## config.mk

```make
export PLATFORM = sky130hd
export DESIGN_NAME = fpu_ret_collect_flat
export DESIGN_NICKNAME = d
export VERILOG_FILES = /design/src/rtl/fpu_ret_collect_pkg.sv /design/src/rtl/fpu_ret_collect_if.sv /design/src/rtl/fpu_ret_fifo.sv /design/src/rtl/fpu_ret_collect.sv /design/src/flat_wrapper.sv
export SDC_FILE = /design/constraint.sdc
export NUM_CORES = 1
export LEC_CHECK = 0
export ABC_AREA = 1
export BUFFER_PORTS_ARGS = -buffer_cell sky130_fd_sc_hd__buf_2
export CORE_AREA = 3 3 127 129
export CTS_CLUSTER_DIAMETER = 60
export DETAILED_ROUTE_END_ITERATION = 8
export DIE_AREA = 0 0 130 132
export PLACE_DENSITY_LB_ADDON = 0.3
export SETUP_SLACK_MARGIN = 0.05
export SYNTH_ARGS = -nofsm -noshare
export SYNTH_HDL_FRONTEND = slang
export SYNTH_SLANG_ARGS = --single-unit
```

## constraint.sdc

```tcl
create_clock -name clk -period 3.4 [get_ports clk]
set_input_delay 0.51 -clock clk [delete_from_list [all_inputs] [get_ports clk]]
set_output_delay 0.51 -clock clk [all_outputs]
set_load 0.01 [all_outputs]
```

## src/rtl/fpu_ret_collect_pkg.sv

```systemverilog
// Shared constants and types for the FPU return-port collector.
package fpu_ret_collect_pkg;

   localparam int unsigned TagW     = 14;
   localparam int unsigned DepthDef = 4;
   localparam int unsigned AfullDef = 3;
   localparam int unsigned NumPorts = 3;

   // Source-port encoding reported on out_port.
   typedef enum logic [1:0] {
      PortU1 = 2'd0,
      PortU3 = 2'd1,
      PortU5 = 2'd2
   } port_e;

   // Round-robin successor: u1 -> u3 -> u5 -> u1.
   function automatic port_e next_port(port_e p);
      port_e n;
      case (p)
         PortU1:  n = PortU3;
         PortU3:  n = PortU5;
         default: n = PortU1;
      endcase
      return n;
   endfunction

endpackage

```

## src/rtl/fpu_ret_collect_if.sv

```systemverilog
// Bundle of return-port inputs and merged retirement outputs.
interface fpu_ret_collect_if;
   import fpu_ret_collect_pkg::*;

   logic [TagW-1:0] u1_ret;
   logic [TagW-1:0] u3_ret;
   logic [TagW-1:0] u5_ret;
   logic            u1_ret_en;
   logic            u3_ret_en;
   logic            u5_ret_en;
   logic [TagW-1:0] out_ret;
   logic [1:0]      out_port;
   logic            out_vld;
   logic            out_rdy;
   logic [2:0]      stall;
   logic [2:0]      ovf;

   // Driver side: FPU return ports plus the retirement consumer.
   modport master (
      output u1_ret, u3_ret, u5_ret, u1_ret_en, u3_ret_en, u5_ret_en, out_rdy,
      input  out_ret, out_port, out_vld, stall, ovf
   );

   // Collector side.
   modport slave (
      input  u1_ret, u3_ret, u5_ret, u1_ret_en, u3_ret_en, u5_ret_en, out_rdy,
      output out_ret, out_port, out_vld, stall, ovf
   );

endinterface

```

## src/rtl/fpu_ret_fifo.sv

```systemverilog
// Single-in single-out tag FIFO with occupancy count, registered almost-full
// flag and sticky overflow flag.
module fpu_ret_fifo
   import fpu_ret_collect_pkg::*;
#(
   parameter int unsigned DEPTH = DepthDef,
   parameter int unsigned AFULL = AfullDef
) (
   input  logic            clk,
   input  logic            rst,
   input  logic            push_i,
   input  logic [TagW-1:0] tag_i,
   input  logic            pop_i,
   output logic [TagW-1:0] tag_o,
   output logic            empty_o,
   output logic            afull_o,
   output logic            ovf_o
);

   localparam int unsigned PtrW = $clog2(DEPTH);
   localparam int unsigned CntW = PtrW + 1;

   if (DEPTH < 2 || (DEPTH & (DEPTH - 1)) != 0 || AFULL > DEPTH) begin : gen_param_err
      $error("fpu_ret_fifo: DEPTH must be a power of two >= 2 and AFULL <= DEPTH");
   end

   logic [TagW-1:0] mem_q [DEPTH];
   logic [PtrW-1:0] wr_ptr_q, wr_ptr_d;
   logic [PtrW-1:0] rd_ptr_q, rd_ptr_d;
   logic [CntW-1:0] count_q, count_d;
   logic            afull_q, afull_d;
   logic            ovf_q, ovf_d;
   logic            full, empty;
   logic            push_ok, pop_ok;

   assign full    = (count_q == CntW'(DEPTH));
   assign empty   = (count_q == '0);
   assign tag_o   = mem_q[rd_ptr_q];
   assign empty_o = empty;
   assign afull_o = afull_q;
   assign ovf_o   = ovf_q;

   // Next-state: a full FIFO still accepts a push when it is popped the same cycle.
   always_comb begin
      pop_ok   = pop_i && !empty;
      push_ok  = push_i && (!full || pop_ok);
      wr_ptr_d = push_ok ? wr_ptr_q + PtrW'(1) : wr_ptr_q;
      rd_ptr_d = pop_ok ? rd_ptr_q + PtrW'(1) : rd_ptr_q;
      count_d  = count_q;
      unique case ({push_ok, pop_ok})
         2'b10:   count_d = count_q + CntW'(1);
         2'b01:   count_d = count_q - CntW'(1);
         default: count_d = count_q;
      endcase
      // Stall reflects occupancy after this cycle's push/pop.
      afull_d = (count_d >= CntW'(AFULL));
      ovf_d   = ovf_q || (push_i && !push_ok);
   end

   // Pointer, count and flag registers.
   always_ff @(posedge clk or posedge rst) begin
      if (rst) begin
         wr_ptr_q <= '0;
         rd_ptr_q <= '0;
         count_q  <= '0;
         afull_q  <= 1'b0;
         ovf_q    <= 1'b0;
      end else begin
         wr_ptr_q <= wr_ptr_d;
         rd_ptr_q <= rd_ptr_d;
         count_q  <= count_d;
         afull_q  <= afull_d;
         ovf_q    <= ovf_d;
      end
   end

   // Storage array; contents are don't-care until written, so it has no reset.
   always_ff @(posedge clk) begin
      if (push_ok) begin
         mem_q[wr_ptr_q] <= tag_i;
      end
   end

endmodule

```

## src/rtl/fpu_ret_collect.sv

```systemverilog
// Merges three FPU return ports into one retirement stream: per-port FIFOs,
// round-robin arbiter and a registered output stage with ready/valid.
module fpu_ret_collect
   import fpu_ret_collect_pkg::*;
#(
   parameter int unsigned DEPTH = DepthDef,
   parameter int unsigned AFULL = AfullDef
) (
   input logic               clk,
   input logic               rst,
   fpu_ret_collect_if.slave  bus_io
);

   logic [NumPorts-1:0] push;
   logic [NumPorts-1:0] pop;
   logic [NumPorts-1:0] empty;
   logic [NumPorts-1:0] afull;
   logic [NumPorts-1:0] ovf;
   logic [TagW-1:0]     tag_in  [NumPorts];
   logic [TagW-1:0]     tag_out [NumPorts];

   logic            out_vld_q, out_vld_d;
   logic [TagW-1:0] out_ret_q, out_ret_d;
   port_e           out_port_q, out_port_d;
   port_e           last_q, last_d;

   logic  load;
   logic  grant_vld;
   port_e grant;
   port_e cand;

   assign push      = {bus_io.u5_ret_en, bus_io.u3_ret_en, bus_io.u1_ret_en};
   assign tag_in[0] = bus_io.u1_ret;
   assign tag_in[1] = bus_io.u3_ret;
   assign tag_in[2] = bus_io.u5_ret;

   for (genvar i = 0; i < NumPorts; i++) begin : gen_fifo
      fpu_ret_fifo #(
         .DEPTH (DEPTH),
         .AFULL (AFULL)
      ) u_fifo (
         .clk     (clk),
         .rst     (rst),
         .push_i  (push[i]),
         .tag_i   (tag_in[i]),
         .pop_i   (pop[i]),
         .tag_o   (tag_out[i]),
         .empty_o (empty[i]),
         .afull_o (afull[i]),
         .ovf_o   (ovf[i])
      );
   end

   // Round-robin grant starting after the last granted port; load the output
   // stage when it is empty or being consumed, popping only the granted FIFO.
   always_comb begin
      load      = !out_vld_q || bus_io.out_rdy;
      grant     = last_q;
      grant_vld = 1'b0;
      cand      = next_port(last_q);
      for (int k = 0; k < 3; k++) begin
         if (!grant_vld && !empty[cand]) begin
            grant     = cand;
            grant_vld = 1'b1;
         end
         cand = next_port(cand);
      end

      pop        = '0;
      out_vld_d  = out_vld_q;
      out_ret_d  = out_ret_q;
      out_port_d = out_port_q;
      last_d     = last_q;
      if (load) begin
         out_vld_d = grant_vld;
         if (grant_vld) begin
            pop[grant] = 1'b1;
            out_ret_d  = tag_out[grant];
            out_port_d = grant;
            last_d     = grant;
         end
      end
   end

   // Output stage and arbiter history; last-granted resets to u5 so u1 wins first.
   always_ff @(posedge clk or posedge rst) begin
      if (rst) begin
         out_vld_q  <= 1'b0;
         out_ret_q  <= '0;
         out_port_q <= PortU1;
         last_q     <= PortU5;
      end else begin
         out_vld_q  <= out_vld_d;
         out_ret_q  <= out_ret_d;
         out_port_q <= out_port_d;
         last_q     <= last_d;
      end
   end

   assign bus_io.out_vld  = out_vld_q;
   assign bus_io.out_ret  = out_ret_q;
   assign bus_io.out_port = out_port_q;
   assign bus_io.stall    = afull;
   assign bus_io.ovf      = ovf;

endmodule

```

## src/flat_wrapper.sv

```systemverilog
// flat-port wrapper written by rule: the top's interface ports become plain ports
module fpu_ret_collect_flat import fpu_ret_collect_pkg::*;
#(
   parameter int unsigned DEPTH = DepthDef,
   parameter int unsigned AFULL = AfullDef
)
  (clk, rst, bus_io_u1_ret, bus_io_u3_ret, bus_io_u5_ret, bus_io_u1_ret_en, bus_io_u3_ret_en, bus_io_u5_ret_en, bus_io_out_rdy, bus_io_out_ret, bus_io_out_port, bus_io_out_vld, bus_io_stall, bus_io_ovf);
  fpu_ret_collect_if bus_io_i ();
  input logic clk;
  input logic rst;
  input wire logic [$bits(bus_io_i.u1_ret)-1:0] bus_io_u1_ret;
  input wire logic [$bits(bus_io_i.u3_ret)-1:0] bus_io_u3_ret;
  input wire logic [$bits(bus_io_i.u5_ret)-1:0] bus_io_u5_ret;
  input wire logic [$bits(bus_io_i.u1_ret_en)-1:0] bus_io_u1_ret_en;
  input wire logic [$bits(bus_io_i.u3_ret_en)-1:0] bus_io_u3_ret_en;
  input wire logic [$bits(bus_io_i.u5_ret_en)-1:0] bus_io_u5_ret_en;
  input wire logic [$bits(bus_io_i.out_rdy)-1:0] bus_io_out_rdy;
  output wire logic [$bits(bus_io_i.out_ret)-1:0] bus_io_out_ret;
  output wire logic [$bits(bus_io_i.out_port)-1:0] bus_io_out_port;
  output wire logic [$bits(bus_io_i.out_vld)-1:0] bus_io_out_vld;
  output wire logic [$bits(bus_io_i.stall)-1:0] bus_io_stall;
  output wire logic [$bits(bus_io_i.ovf)-1:0] bus_io_ovf;
  assign bus_io_i.u1_ret = bus_io_u1_ret;
  assign bus_io_i.u3_ret = bus_io_u3_ret;
  assign bus_io_i.u5_ret = bus_io_u5_ret;
  assign bus_io_i.u1_ret_en = bus_io_u1_ret_en;
  assign bus_io_i.u3_ret_en = bus_io_u3_ret_en;
  assign bus_io_i.u5_ret_en = bus_io_u5_ret_en;
  assign bus_io_i.out_rdy = bus_io_out_rdy;
  assign bus_io_out_ret = bus_io_i.out_ret;
  assign bus_io_out_port = bus_io_i.out_port;
  assign bus_io_out_vld = bus_io_i.out_vld;
  assign bus_io_stall = bus_io_i.stall;
  assign bus_io_ovf = bus_io_i.ovf;
  fpu_ret_collect #(.DEPTH(DEPTH), .AFULL(AFULL)) u_core (.clk(clk), .rst(rst), .bus_io(bus_io_i));
endmodule
```

==> results of run 1 <==
==> kinds of logic (layout without fill, tap and decap cells) <==
logic type               count (synthesis)  in the layout  share of synthesized area
multiplexers                             1              1                    0.00111
XOR/XNOR                                 9              9                    0.00961
AND/OR/NAND/NOR                        269            269                      0.138
buffers and inverters                   90            180                     0.0429
AO/OA/AOI/OAI                          151            151                     0.0977
adder cells (fa/ha/maj)                 15             15                     0.0234
flip-flops                             213            213                      0.687
other                                    0              1                          0
==> cell type report <==
| type | instances | area (sq um) |
|---|---|---|
| well taps | 188 | 235 |
| diodes | 1 | 2.50 |
| inverters | 53 | 209 |
| fillers | 1084 | 4850 |
| clock inverters | 15 | 165 |
| repair buffers | 86 | 470 |
| clock buffers | 26 | 617 |
| multi-input cells | 445 | 2420 |
| flip-flops and latches | 213 | 6170 |
==> stage by stage <==
step           std cells  cell area (sq um)  utilization
3_3_place_gp         985               9510        0.628
4_1_cts             1026              10300        0.679
3_5_place_dp         985               9510        0.628
6_report            1027              10300        0.680
2_1_floorplan        748               8980            -
5_1_grt             1027              10300        0.680
==> layer usage <==
layer	routed length, um	share of wire
met5	13	0.00067
met4	479	0.025
met3	1030	0.053
met2	9870	0.51
met1	7970	0.41
==> power by group <==
part	switching, mW	total (mW)	internal, mW
logic	2.64	3.88	1.24
registers	0.385	3.95	3.57
clock network	0.992	2.53	1.54
==> worst paths after layout <==
path / startpoint / to / slack, ns / cells after the start
setup / recovery: u_core.gen_fifo[1].u_fifo.count_q[1]$_DFF_PP0_ / u_core.gen_fifo[1].u_fifo.afull_o$_DFF_PP0_ / 0.77 / 17
hold / removal: rst / u_core.gen_fifo[1].u_fifo.afull_o$_DFF_PP0_ / 0.22 / 2
setup reg to reg: u_core.gen_fifo[1].u_fifo.count_q[1]$_DFF_PP0_ / u_core.gen_fifo[1].u_fifo.afull_o$_DFF_PP0_ / 0.77 / 17
hold reg to reg: u_core.gen_fifo[0].u_fifo.ovf_o$_DFF_PP0_ / u_core.gen_fifo[0].u_fifo.ovf_o$_DFF_PP0_ / 0.49 / 1
max in group asynchronous: rst / u_core.bus_io.out_ret[1]$_DFFE_PP0P_ / 2.54 / 2
min in group clk: bus_io_u1_ret[4] / u_core.gen_fifo[0].u_fifo.mem_q[2][4]$_DFFE_PP_ / 0.23 / 1
==> cell usage in the layout (no fill, tap or decap), types with 2 or more instances in the layout <==
cell          n
nor2_2        8
dfrtp_1      44
clkbuf_16    23
inv_1        49
clkinv_2      5
nand2_2      10
buf_2        70
clkinv_1      2
edfxtp_1    168
xor2_1        8
nand3_4       2
nand3_1      35
nand3_2       3
nand4_4       2
o21ai_0      74
o21ai_1       5
ha_1         12
bufinv_16     3
clkinv_4      2
clkbuf_8      3
o22ai_1      34
a32o_1        7
nand4_1       4
nor2_1       89
inv_2         2
buf_4        16
nor2_4        2
nand2_4       2
clkinvlp_4    3
a21oi_1      18
fa_1          3
o21bai_1      3
o2111ai_1     6
nand2_1     110
==> state kept, by name, summed over array words and instances (netlist names) <==
name and cells:
u_core.bus_io.out_port 1, u_core.bus_io.out_ret 14, u_core.bus_io.out_vld 1, u_core.gen_fifo.u_fifo.afull_o 3, u_core.gen_fifo.u_fifo.count_q 9, u_core.gen_fifo.u_fifo.mem_q 168
u_core.gen_fifo.u_fifo.ovf_o 3, u_core.gen_fifo.u_fifo.rd_ptr_q 6, u_core.gen_fifo.u_fifo.wr_ptr_q 6, u_core.last_q 2
==> critical path, delay by kind of cell (launching register included) <==
family / cells / cell delay (ns)
flip-flops: 1 / 0.43
adder cells (fa/ha/maj): 1 / 0.43
buffers and inverters: 2 / 0.15
AND/OR/NAND/NOR: 14 / 1.52
==> metrics.txt, run 1 <==
Hold WC Path Type input port to asynchronous set/reset pin; Core Region around 15000 sq um; Max VDD drop 0.759 mV; GPL Wtd Cong roughly 0.85; CTS Hold Bufs 0; Mapped Cells approximately 750; GR Util met2 0.398; largest fanout on the critical path 5; Rel. slew slack 0.346; fraction of layout cells with a size suffix above 1 0.193; top flip-flop cell by instance count after synthesis edfxtp_1; num ports 71; Pre-antenna DRT Iters 5; largest net degree at the start of global routing 46; DRT antenna net count 0; pre-CTS setup slack just over 0.8 ns; f_max about 380 MHz; drt drc 0; Hold Vio Cnt, Final 0; Top Usage Layer GRT met2; area share of the largest cell type after synthesis 0.562; H-tree depth 1; leading area contributor after synthesis edfxtp_1; most common cell in the netlist edfxtp_1; worst skew pair latency approximately 0.50 ns; CP required ~3.8 ns; Cell Rows 45; # clock sinks about 210; maximum root-to-sink buffer count 3; cts repair resizes 0; CP peak stage delay roughly 0.43 ns; CP Launch Type register; synthesized flop and latch total 213; die area 17200 sq um; total track usage 0.231; Post-synth EDFFs between 150 and 200; CTS tree built; first-pass GRT wire length 30900 um; final WL 19400 um; final setup fails 0; Layout Nets 885; CP Class register to register; final slew viol count 0; Max Cap Viol 0; CP arrival between 3 and 4 ns; Vias/cell approximately 5.7; YS warnings 0; setup slack after layout 0.767 ns; Mapped Nets approximately 800; GR Util met1 0.310; WL/cell between 15 and 20 um; min Tclk post-route approximately 2.6 ns; Root Driver clkbuf_16; HPWL Detailed ~13000 um; most used cell, CP nand2_1; Die Y ~130 um; Hold WS 0.223 ns; Die Wd 130 um; power consumption a little over 10 mW; Seq/Total Area, Yosys 0.687; area delta synth->final 14.6%; Synth Cell Area approximately 9000 sq um; number of global-route vias before repair around 5900; Synth top cells by count edfxtp_1, nand2_1, nor2_1; Post-CTS Setup Inserts 0; PortBufs 70; initial antenna violation count 2; crit share post-route 0.774; Cell variety after synth 40; endpoint class of the critical path register; P per Cell Area between 1000 and 1500 nW/um^2; unrepaired setup endpoints after global routing no; gr ovfl total 0; Vias a little under 6000; GR Util met3 0.0332; Synth area leaders edfxtp_1, dfrtp_1, nand2_1; async set or reset register ratio after synthesis 0.211; critical path's slowest cell dfrtp_1; Total Neg Setup Slack 0 ns; Starting Density 0.593; clock-pin slew on the worst setup and hold paths 0.06 ns; initial DRC count between 400 and 500; syn avg cell area 12.0 sq um; Pleak between 4 and 5 nW; cts bufs inserted 23; status finished clean; worst slew pin tran 0.981 ns; Final Skew 0.0106 ns; cells along the critical path nor2_2 -> nand2_1 -> nand2_1 -> nand3_1 -> nand2_2 -> nand3_1 -> nand3_2 -> nand2_2 -> nand3_4 -> inv_1 -> fa_1 -> inv_1 -> nand2_1 -> nand2_1 -> nand2_1 -> nand2_1 -> nand2_1
Power figures use the tool's default switching activity.
==> run 2, diff against run 1 <==
--- a/config.mk
+++ b/config.mk
@@ -7,10 +7,10 @@
 export LEC_CHECK = 0
 export ABC_AREA = 1
 export BUFFER_PORTS_ARGS = -buffer_cell sky130_fd_sc_hd__buf_2
-export CORE_AREA = 3 3 127 129
+export CORE_AREA = 3 3 133 135
 export CTS_CLUSTER_DIAMETER = 60
 export DETAILED_ROUTE_END_ITERATION = 8
-export DIE_AREA = 0 0 130 132
+export DIE_AREA = 0 0 136 138
 export PLACE_DENSITY_LB_ADDON = 0.3
 export SETUP_SLACK_MARGIN = 0.05
 export SYNTH_ARGS = -nofsm -noshare
==> constraint.sdc (replaced) <==
create_clock -name clk -period 2.4 [get_ports clk]
set_input_delay 0.36 -clock clk [delete_from_list [all_inputs] [get_ports clk]]
set_output_delay 0.36 -clock clk [all_outputs]
set_load 0.01 [all_outputs]
==> run 2 against run 1 <==
  * Cell count grew 7.6%
  * Sequential cell count is the same
  * Via count grew 8.3%
  * The flow now finishes with violations (negative setup slack)
  * Largest cell class unchanged
  * Worst setup slack lost 0.85 ns
  * First-iteration DRC count shrank 2.2%
  * Global-route usage shrank 1.2 points
  * Critical path depth shrank 5
  * Fmax grew 5.9%
  * Non-clock buffer count grew 48
  * Highest routed layer unchanged
  * Register-to-register slack lost 0.85 ns
  * Design area grew 8.0%
==> metrics.txt, run 2 (synthesis results as in run 1) <==
Max Cap Viol 0 (unchanged); Total Neg Setup Slack -2.43 ns (was 0 ns); Hold WC Path Type input port to register (was input port to asynchronous set/reset pin); switch share 0.392 (was 0.388); CP arrival 2.69 ns (was 3.02 ns); H-tree depth 1 (unchanged); # clock sinks 213 (unchanged); f_max 402 MHz (was 380 MHz); Rel. slew slack 0.576 (was 0.346); unrepaired setup endpoints after global routing yes (was no); CP Launch Type register (unchanged); setup slack after layout -0.0871 ns (was 0.767 ns); DRT antenna net count 0 (unchanged); fraction of layout cells with a size suffix above 1 0.276 (was 0.193); Max VDD drop 0.771 mV (was 0.759 mV); P per Cell Area 1450 nW/um^2 (was 1010 nW/um^2); CTS tree built (unchanged); Fillers 1177 (was 1084); launch point of the worst path u_core.last_q[1]$_DFFE_PP1P_ (was u_core.gen_fifo[1].u_fifo.count_q[1]$_DFF_PP0_); Cell Rows 47 (was 45); PortBufs 70 (unchanged); initial DRC count 409 (was 418); num ports 71 (unchanged); largest net degree at the start of global routing 30 (was 46); Most flops, register u_core.gen_fifo.u_fifo.mem_q (unchanged); Worst R2R Start u_core.last_q[1]$_DFFE_PP1P_ (was u_core.gen_fifo[1].u_fifo.count_q[1]$_DFF_PP0_); maximum root-to-sink buffer count 3 (unchanged); Die Wd 136 um (was 130 um); cts bufs inserted 22 (was 23); status finished with violations (was finished clean); endpoint class of the critical path register (unchanged); gr ovfl total 0 (unchanged); die area 18800 sq um (was 17200 sq um); GPL Wtd Cong 0.902 (was 0.851); r2r setup slk -0.09 ns (was 0.77 ns); number of global-route vias before repair 6341 (was 5932); largest fanout on the critical path 7 (was 5); clock share of power 0.215 (was 0.244); Vias/cell 5.77 (was 5.73); final setup fails 64 (was 0); P_int 9.78 mW (was 6.35 mW); area delta synth->final 23.8% (was 14.6%); HPWL Detailed 14000 um (was 13000 um); Hold Vio Cnt, Final 0 (unchanged); failing checks negative setup slack; Root Driver clkbuf_16 (unchanged); crit share post-route 1.04 (was 0.774); area of the multi-input gates 2700 sq um (was 2420 sq um); antenna cells 0 (was 1); CP Class register to register (unchanged); most common cell after layout, fill and taps aside edfxtp_1 (unchanged); Comb power frac 0.440 (was 0.375); Die Y 138 um (was 132 um); CP required 2.60 ns (was 3.79 ns); Starting Density 0.541 (was 0.593); worst slew pin tran 0.635 ns (was 0.981 ns); Sw Pwr 6.31 mW (was 4.02 mW); cell area after layout 11100 sq um (was 10300 sq um); max FFs per register 168 (unchanged); min Tclk post-route 2.49 ns (was 2.63 ns); final WL 21300 um (was 19400 um); initial antenna violation count 1 (was 2); drt drc 0 (unchanged); Pre-antenna DRT Iters 5 (unchanged); Reg area 6170 sq um (about the same); commonest non-fill, non-tap cells in the layout edfxtp_1, nand2_1, nor2_1 (unchanged); worst skew pair latency 0.50 ns (about the same); total track usage 0.219 (was 0.231); Pleak 4.35 nW (was 4.03 nW); clock-pin slew on the worst setup and hold paths 0.06 ns (about the same); HP Start bus_io_u5_ret[0]; Layout Nets 932 (was 885); sequential power share 0.345 (was 0.381); first-pass GRT wire length 32600 um (was 30900 um); Vias 6372 (was 5882); final slew viol count 0 (unchanged); DP Area 9880 sq um (was 9510 sq um); Final Skew 0.0170 ns (was 0.0106 ns); Core Region 16600 sq um (was 15100 sq um); WL/cell 19.3 um (was 18.9 um)
run 2: changes by cell type in the layout (fill, tap and decap cells not counted), moves of 4 or more:
cell / before / now
buf_4: 16 / 41
nor2_1: 89 / 75
nand2_1: 110 / 102
inv_1: 49 / 45
buf_6: 0 / 12
nand3_2: 3 / 13
nand3_1: 35 / 25
nand2_4: 2 / 10
buf_12: 0 / 9
nor2_2: 8 / 3
nor2_4: 2 / 21
run 2: worst max-delay path, cell delays in order, from the launching register on:
cell	delay, ns
dfstp_2	0.65
nor2_4	0.10
nand2_2	0.11
nand2_2	0.08
nor2_4	0.12
nand3_1	0.15
nand3_2	0.16
nand4_4	0.13
buf_12	0.16
nand2_4	0.08
nand2_8	0.09
nor2_4	0.16
clkbuf_16	0.18
run 2: path summary, 6_finish.rpt:
| kind | endpoint | cells past startpoint |
|---|---|---|
| min | u_core.gen_fifo[2].u_fifo.mem_q[3][0]$_DFFE_PP_ | 1 |
| min reg2reg | u_core.gen_fifo[0].u_fifo.ovf_o$_DFF_PP0_ | 1 |
| max in group asynchronous | u_core.last_q[1]$_DFFE_PP1P_ | 4 |
| max | u_core.gen_fifo[0].u_fifo.mem_q[3][0]$_DFFE_PP_ | 12 |
| min in group asynchronous | u_core.gen_fifo[1].u_fifo.afull_o$_DFF_PP0_ | 3 |
| max reg2reg | u_core.gen_fifo[0].u_fifo.mem_q[3][0]$_DFFE_PP_ | 12 |
run 2: metal layers:
metal / global-route usage / wire [um] / vias to the layer above
met5: 0 / 13 / -
li1: - / - / 2874
met3: 0.0360 / 1440 / 75
met2: 0.385 / 11200 / 294
met4: 0.0674 / 753 / 2
met1: 0.277 / 7920 / 3127
run 2: through the flow:
stage | util | worst slack, ns | std cells | total power [mW] | hold slack, ns
after floorplan | - | -0.0576 | 748 | 9.54 | 0.444
after global placement | 0.596 | 0.0522 | 1044 | 11.4 | 0.409
after detailed placement | 0.596 | -0.112 | 1044 | 11.7 | 0.427
after CTS | 0.653 | 0.0275 | 1094 | 15.5 | 0.0601
after global routing | 0.670 | -0.206 | 1105 | 17.0 | 0.0650
final | 0.670 | -0.0871 | 1105 | 16.1 | 0.0754
run 2: repair_timing:
action / 4_1_cts / 5_1_grt
pin swaps: 11 / 6
resized for setup: 32 / 41
gates cloned: 0 / 1
setup buffers: 9 / 10
endpoints found under the hold margin: 21 / 0
hold buffers: 1 / 0
endpoints found under the setup margin: 179 / 187
run 2: layout make-up:
cell class              instances  share of cell area
repair buffers                134              0.0907
clock inverters                13              0.0120
inverters                      53              0.0193
clock buffers                  27              0.0549
flip-flops and latches        213               0.556
well taps                     220              0.0248
multi-input cells             445               0.243
run 2: power by group through the flow:
| stage | clock network, mW | registers [mW] | logic (mW) |
|---|---|---|---|
| global placement | 0 | 5.53 | 5.83 |
| CTS | 3.51 | 5.53 | 6.43 |
| global route | 3.67 | 5.63 | 7.71 |
| finish | 3.46 | 5.55 | 7.08 |
| detailed placement | 0 | 5.57 | 6.12 |
| floorplan | 0 | 5.50 | 4.04 |
==> run 3, diff against run 2 <==
--- a/config.mk
+++ b/config.mk
@@ -7,10 +7,11 @@
 export LEC_CHECK = 0
 export ABC_AREA = 1
 export BUFFER_PORTS_ARGS = -buffer_cell sky130_fd_sc_hd__buf_2
-export CORE_AREA = 3 3 133 135
+export CORE_AREA = 3 3 131 133
+export CTS_BUF_LIST = sky130_fd_sc_hd__clkbuf_8
 export CTS_CLUSTER_DIAMETER = 60
 export DETAILED_ROUTE_END_ITERATION = 8
-export DIE_AREA = 0 0 136 138
+export DIE_AREA = 0 0 134 136
 export PLACE_DENSITY_LB_ADDON = 0.3
 export SETUP_SLACK_MARGIN = 0.05
 export SYNTH_ARGS = -nofsm -noshare
==> run 3 against run 2 <==
  * The flow still finishes with violations (negative setup slack)
  * Clock-buffer cell count is 10 higher
  * Die area is 2.9% lower
  * Routed wire length up 0.93%
  * Largest power group unchanged
  * Global-route usage up 1.3 points
  * Power shrank 1.2%
  * Combinational power grew 4.5%
  * Critical endpoint is now u_core.gen_fifo[1].u_fifo.afull_o$_DFF_PP0_
  * Core utilization increased by 2.6 points
  * First-iteration DRC count increased by 24%
  * Critical path depth grew 4
  * Fmax shrank 0.95%
  * Cell count up 2.1%
==> metrics.txt, run 3 (synthesis results as in run 1) <==
r2r setup slk -0.11 ns (was -0.09 ns); critical path's slowest cell dfstp_2 (unchanged); largest fanout on the critical path 6 (was 7); worst skew pair latency 0.51 ns (was 0.50 ns); maximum root-to-sink buffer count 3 (unchanged); met3 routed WL 1550 um (was 1440 um); num ports 71 (unchanged); unrepaired setup endpoints after global routing yes (unchanged); Layout Nets 949 (was 932); cells along the critical path buf_4 -> nand3_1 -> nand3_4 -> nand3_4 -> nand2_4 -> inv_8 -> buf_4 -> nand3_4 -> inv_2 -> fa_2 -> inv_1 -> nand2_1 -> nand2_1 -> nand2_1 -> nand2_1 -> nand2_1 (was nor2_4 -> nand2_2 -> nand2_2 -> nor2_4 -> nand3_1 -> nand3_2 -> nand4_4 -> buf_12 -> nand2_4 -> nand2_8 -> nor2_4 -> clkbuf_16); total track usage 0.232 (was 0.219); WL/cell 19.1 um (was 19.3 um); GPL Wtd Cong 0.877 (was 0.902); cts bufs inserted 35 (was 22); clock share of power 0.190 (was 0.215); fraction of layout cells with a size suffix above 1 0.297 (was 0.276); Max Cap Viol 0 (unchanged); most used cell, CP nand2_1 (was nor2_4); antenna cells 0 (unchanged); CP Launch Type register (unchanged); placed instance count 1041 (was 1044); Reg area 6170 sq um (about the same); Core Region 15900 sq um (was 16600 sq um); Worst R2R End u_core.gen_fifo[1].u_fifo.afull_o$_DFF_PP0_ (was u_core.gen_fifo[0].u_fifo.mem_q[3][0]$_DFFE_PP_); initial antenna violation count 0 (was 1); area delta synth->final 23.6% (was 23.8%); DRT antenna net count 0 (unchanged); power consumption 15.9 mW (was 16.1 mW); largest net degree at the start of global routing 30 (unchanged); crit share post-route 1.05 (was 1.04); Vias/cell 5.68 (was 5.77); CP required 2.80 ns (was 2.60 ns); status finished with violations (unchanged); initial DRC count 506 (was 409); Comb power frac 0.465 (was 0.440); M1 WL 8290 um (was 7920 um); drt drc 0 (unchanged); launch point of the worst path u_core.last_q[1]$_DFFE_PP1P_ (unchanged); endpoint class of the critical path register (unchanged); CP arrival 2.91 ns (was 2.69 ns); die area 18200 sq um (was 18800 sq um); FF-to-FF path depth 16 (was 12); gr ovfl total 0 (unchanged); final slew viol count 0 (unchanged); PortBufs 70 (unchanged); clock-pin slew on the worst setup and hold paths 0.06 ns (about the same); commonest non-fill, non-tap cells in the layout edfxtp_1, nand2_1, nor2_1 (unchanged); final setup fails 7 (was 64); setup slack after layout -0.111 ns (was -0.0871 ns); most common cell after layout, fill and taps aside edfxtp_1 (unchanged); CTS tree built (unchanged); Cell Rows 46 (was 47); Hold WC Path Type input port to register (unchanged); Hold WS 0.0684 ns (was 0.0754 ns); CP endpoint u_core.gen_fifo[1].u_fifo.afull_o$_DFF_PP0_ (was u_core.gen_fifo[0].u_fifo.mem_q[3][0]$_DFFE_PP_); worst slew pin tran 0.661 ns (was 0.635 ns); HPWL Detailed 13600 um (was 14000 um); max FFs per register 168 (unchanged); final WL 21500 um (was 21300 um); met2 WL post-DR 10800 um (was 11200 um); Sw Pwr 6.48 mW (was 6.31 mW); Fillers 1116 (was 1177); Hold Vio Cnt, Final 0 (unchanged); Final Skew 0.0245 ns (was 0.0170 ns); sequential power share 0.344 (was 0.345); P_int 9.43 mW (was 9.78 mW); Max VDD drop 0.735 mV (was 0.771 mV); Rel. slew slack 0.559 (was 0.576); H-tree depth 2 (was 1); first-pass GRT wire length 32600 um (about the same); number of global-route vias before repair 6427 (was 6341); failing checks negative setup slack (unchanged); CP Class register to register (unchanged); Die Y 136 um (was 138 um); Starting Density 0.563 (was 0.541); # clock sinks 213 (unchanged); Vias 6405 (was 6372); switch share 0.407 (was 0.392); P per Cell Area 1430 nW/um^2 (was 1450 nW/um^2); f_max 398 MHz (was 402 MHz); area of the multi-input gates 2740 sq um (was 2700 sq um); Most flops, register u_core.gen_fifo.u_fifo.mem_q (unchanged); Pre-antenna DRT Iters 7 (was 5); CP peak stage delay 0.63 ns (was 0.65 ns); highest routing layer actually used met4 (was met5); min Tclk post-route 2.51 ns (was 2.49 ns); Root Driver clkbuf_8 (was clkbuf_16); Pleak 4.39 nW (was 4.35 nW); fin cells 1128 (was 1105); Die Wd 134 um (was 136 um); Total Neg Setup Slack -0.510 ns (was -2.43 ns); Worst R2R Start u_core.last_q[1]$_DFFE_PP1P_ (unchanged)
run 3: per-layer routing:
metal	vias up	track usage
met3	69	0.0518
met2	293	0.389
met5	-	0
met1	3123	0.289
met4	0	0.109
li1	2920	-
run 3: critical path, delay by kind of cell, from the launching register on:
| family | cells | cell delay (ns) |
|---|---|---|
| fa+ha+maj | 1 | 0.37 |
| buf+inv | 5 | 0.49 |
| simple gates | 10 | 0.90 |
| flops | 1 | 0.63 |
run 3: area by class of cell:
cell class,instances,share of cell area
Clock inverter,26,0.0145
Clock buffer,37,0.0459
Inverter,53,0.0195
Multi-Input combinational cell,445,0.247
Tap cell,216,0.0243
Timing Repair Buffer,138,0.0927
Sequential cell,213,0.556
run 3: power groups by stage:
| stage | combinational, mW | clock, mW | sequential [mW] |
|---|---|---|---|
| global placement | 5.99 | 0 | 5.47 |
| finish | 7.40 | 3.03 | 5.47 |
| floorplan | 4.04 | 0 | 5.50 |
| global route | 8.07 | 3.26 | 5.54 |
| detailed placement | 6.27 | 0 | 5.51 |
| CTS | 6.56 | 3.09 | 5.46 |
run 3: repair_timing:
| item | in CTS | in global routing |
|---|---|---|
| resized for setup | 26 | 49 |
| setup endpoints to repair | 97 | 188 |
| endpoints found under the hold margin | 21 | 0 |
| hold buffers | 1 | 0 |
| buffers inserted | 12 | 11 |
| cloned | 0 | 1 |
| pin swaps | 10 | 27 |
run 3: how the worst min path moves through the flow:
stage / startpoint / to / slack (ns) / cells after the start
final: bus_io_u3_ret[6] / u_core.gen_fifo[1].u_fifo.mem_q[1][6]$_DFFE_PP_ / 0.07 / 1
after global routing: bus_io_u5_ret[6] / u_core.gen_fifo[2].u_fifo.mem_q[1][6]$_DFFE_PP_ / 0.04 / 1
after CTS: bus_io_u3_ret[6] / u_core.gen_fifo[1].u_fifo.mem_q[3][6]$_DFFE_PP_ / 0.04 / 1
after detailed placement: rst / u_core.gen_fifo[1].u_fifo.afull_o$_DFF_PP0_ / 0.43 / 2
after global placement: rst / u_core.gen_fifo[1].u_fifo.ovf_o$_DFF_PP0_ / 0.42 / 2
after floorplan: u_core.gen_fifo[0].u_fifo.ovf_o$_DFF_PP0_ / u_core.gen_fifo[0].u_fifo.ovf_o$_DFF_PP0_ / 0.44 / 1
run 3: through the flow:
step	setup WS [ns]	area [sq um]	utilization
2_1_floorplan	-0.0576	9020	-
3_3_place_gp	0.0427	9920	0.623
3_5_place_dp	-0.0712	9920	0.623
4_1_cts	0.0355	10800	0.677
5_1_grt	-0.193	11100	0.696
6_report	-0.111	11100	0.696
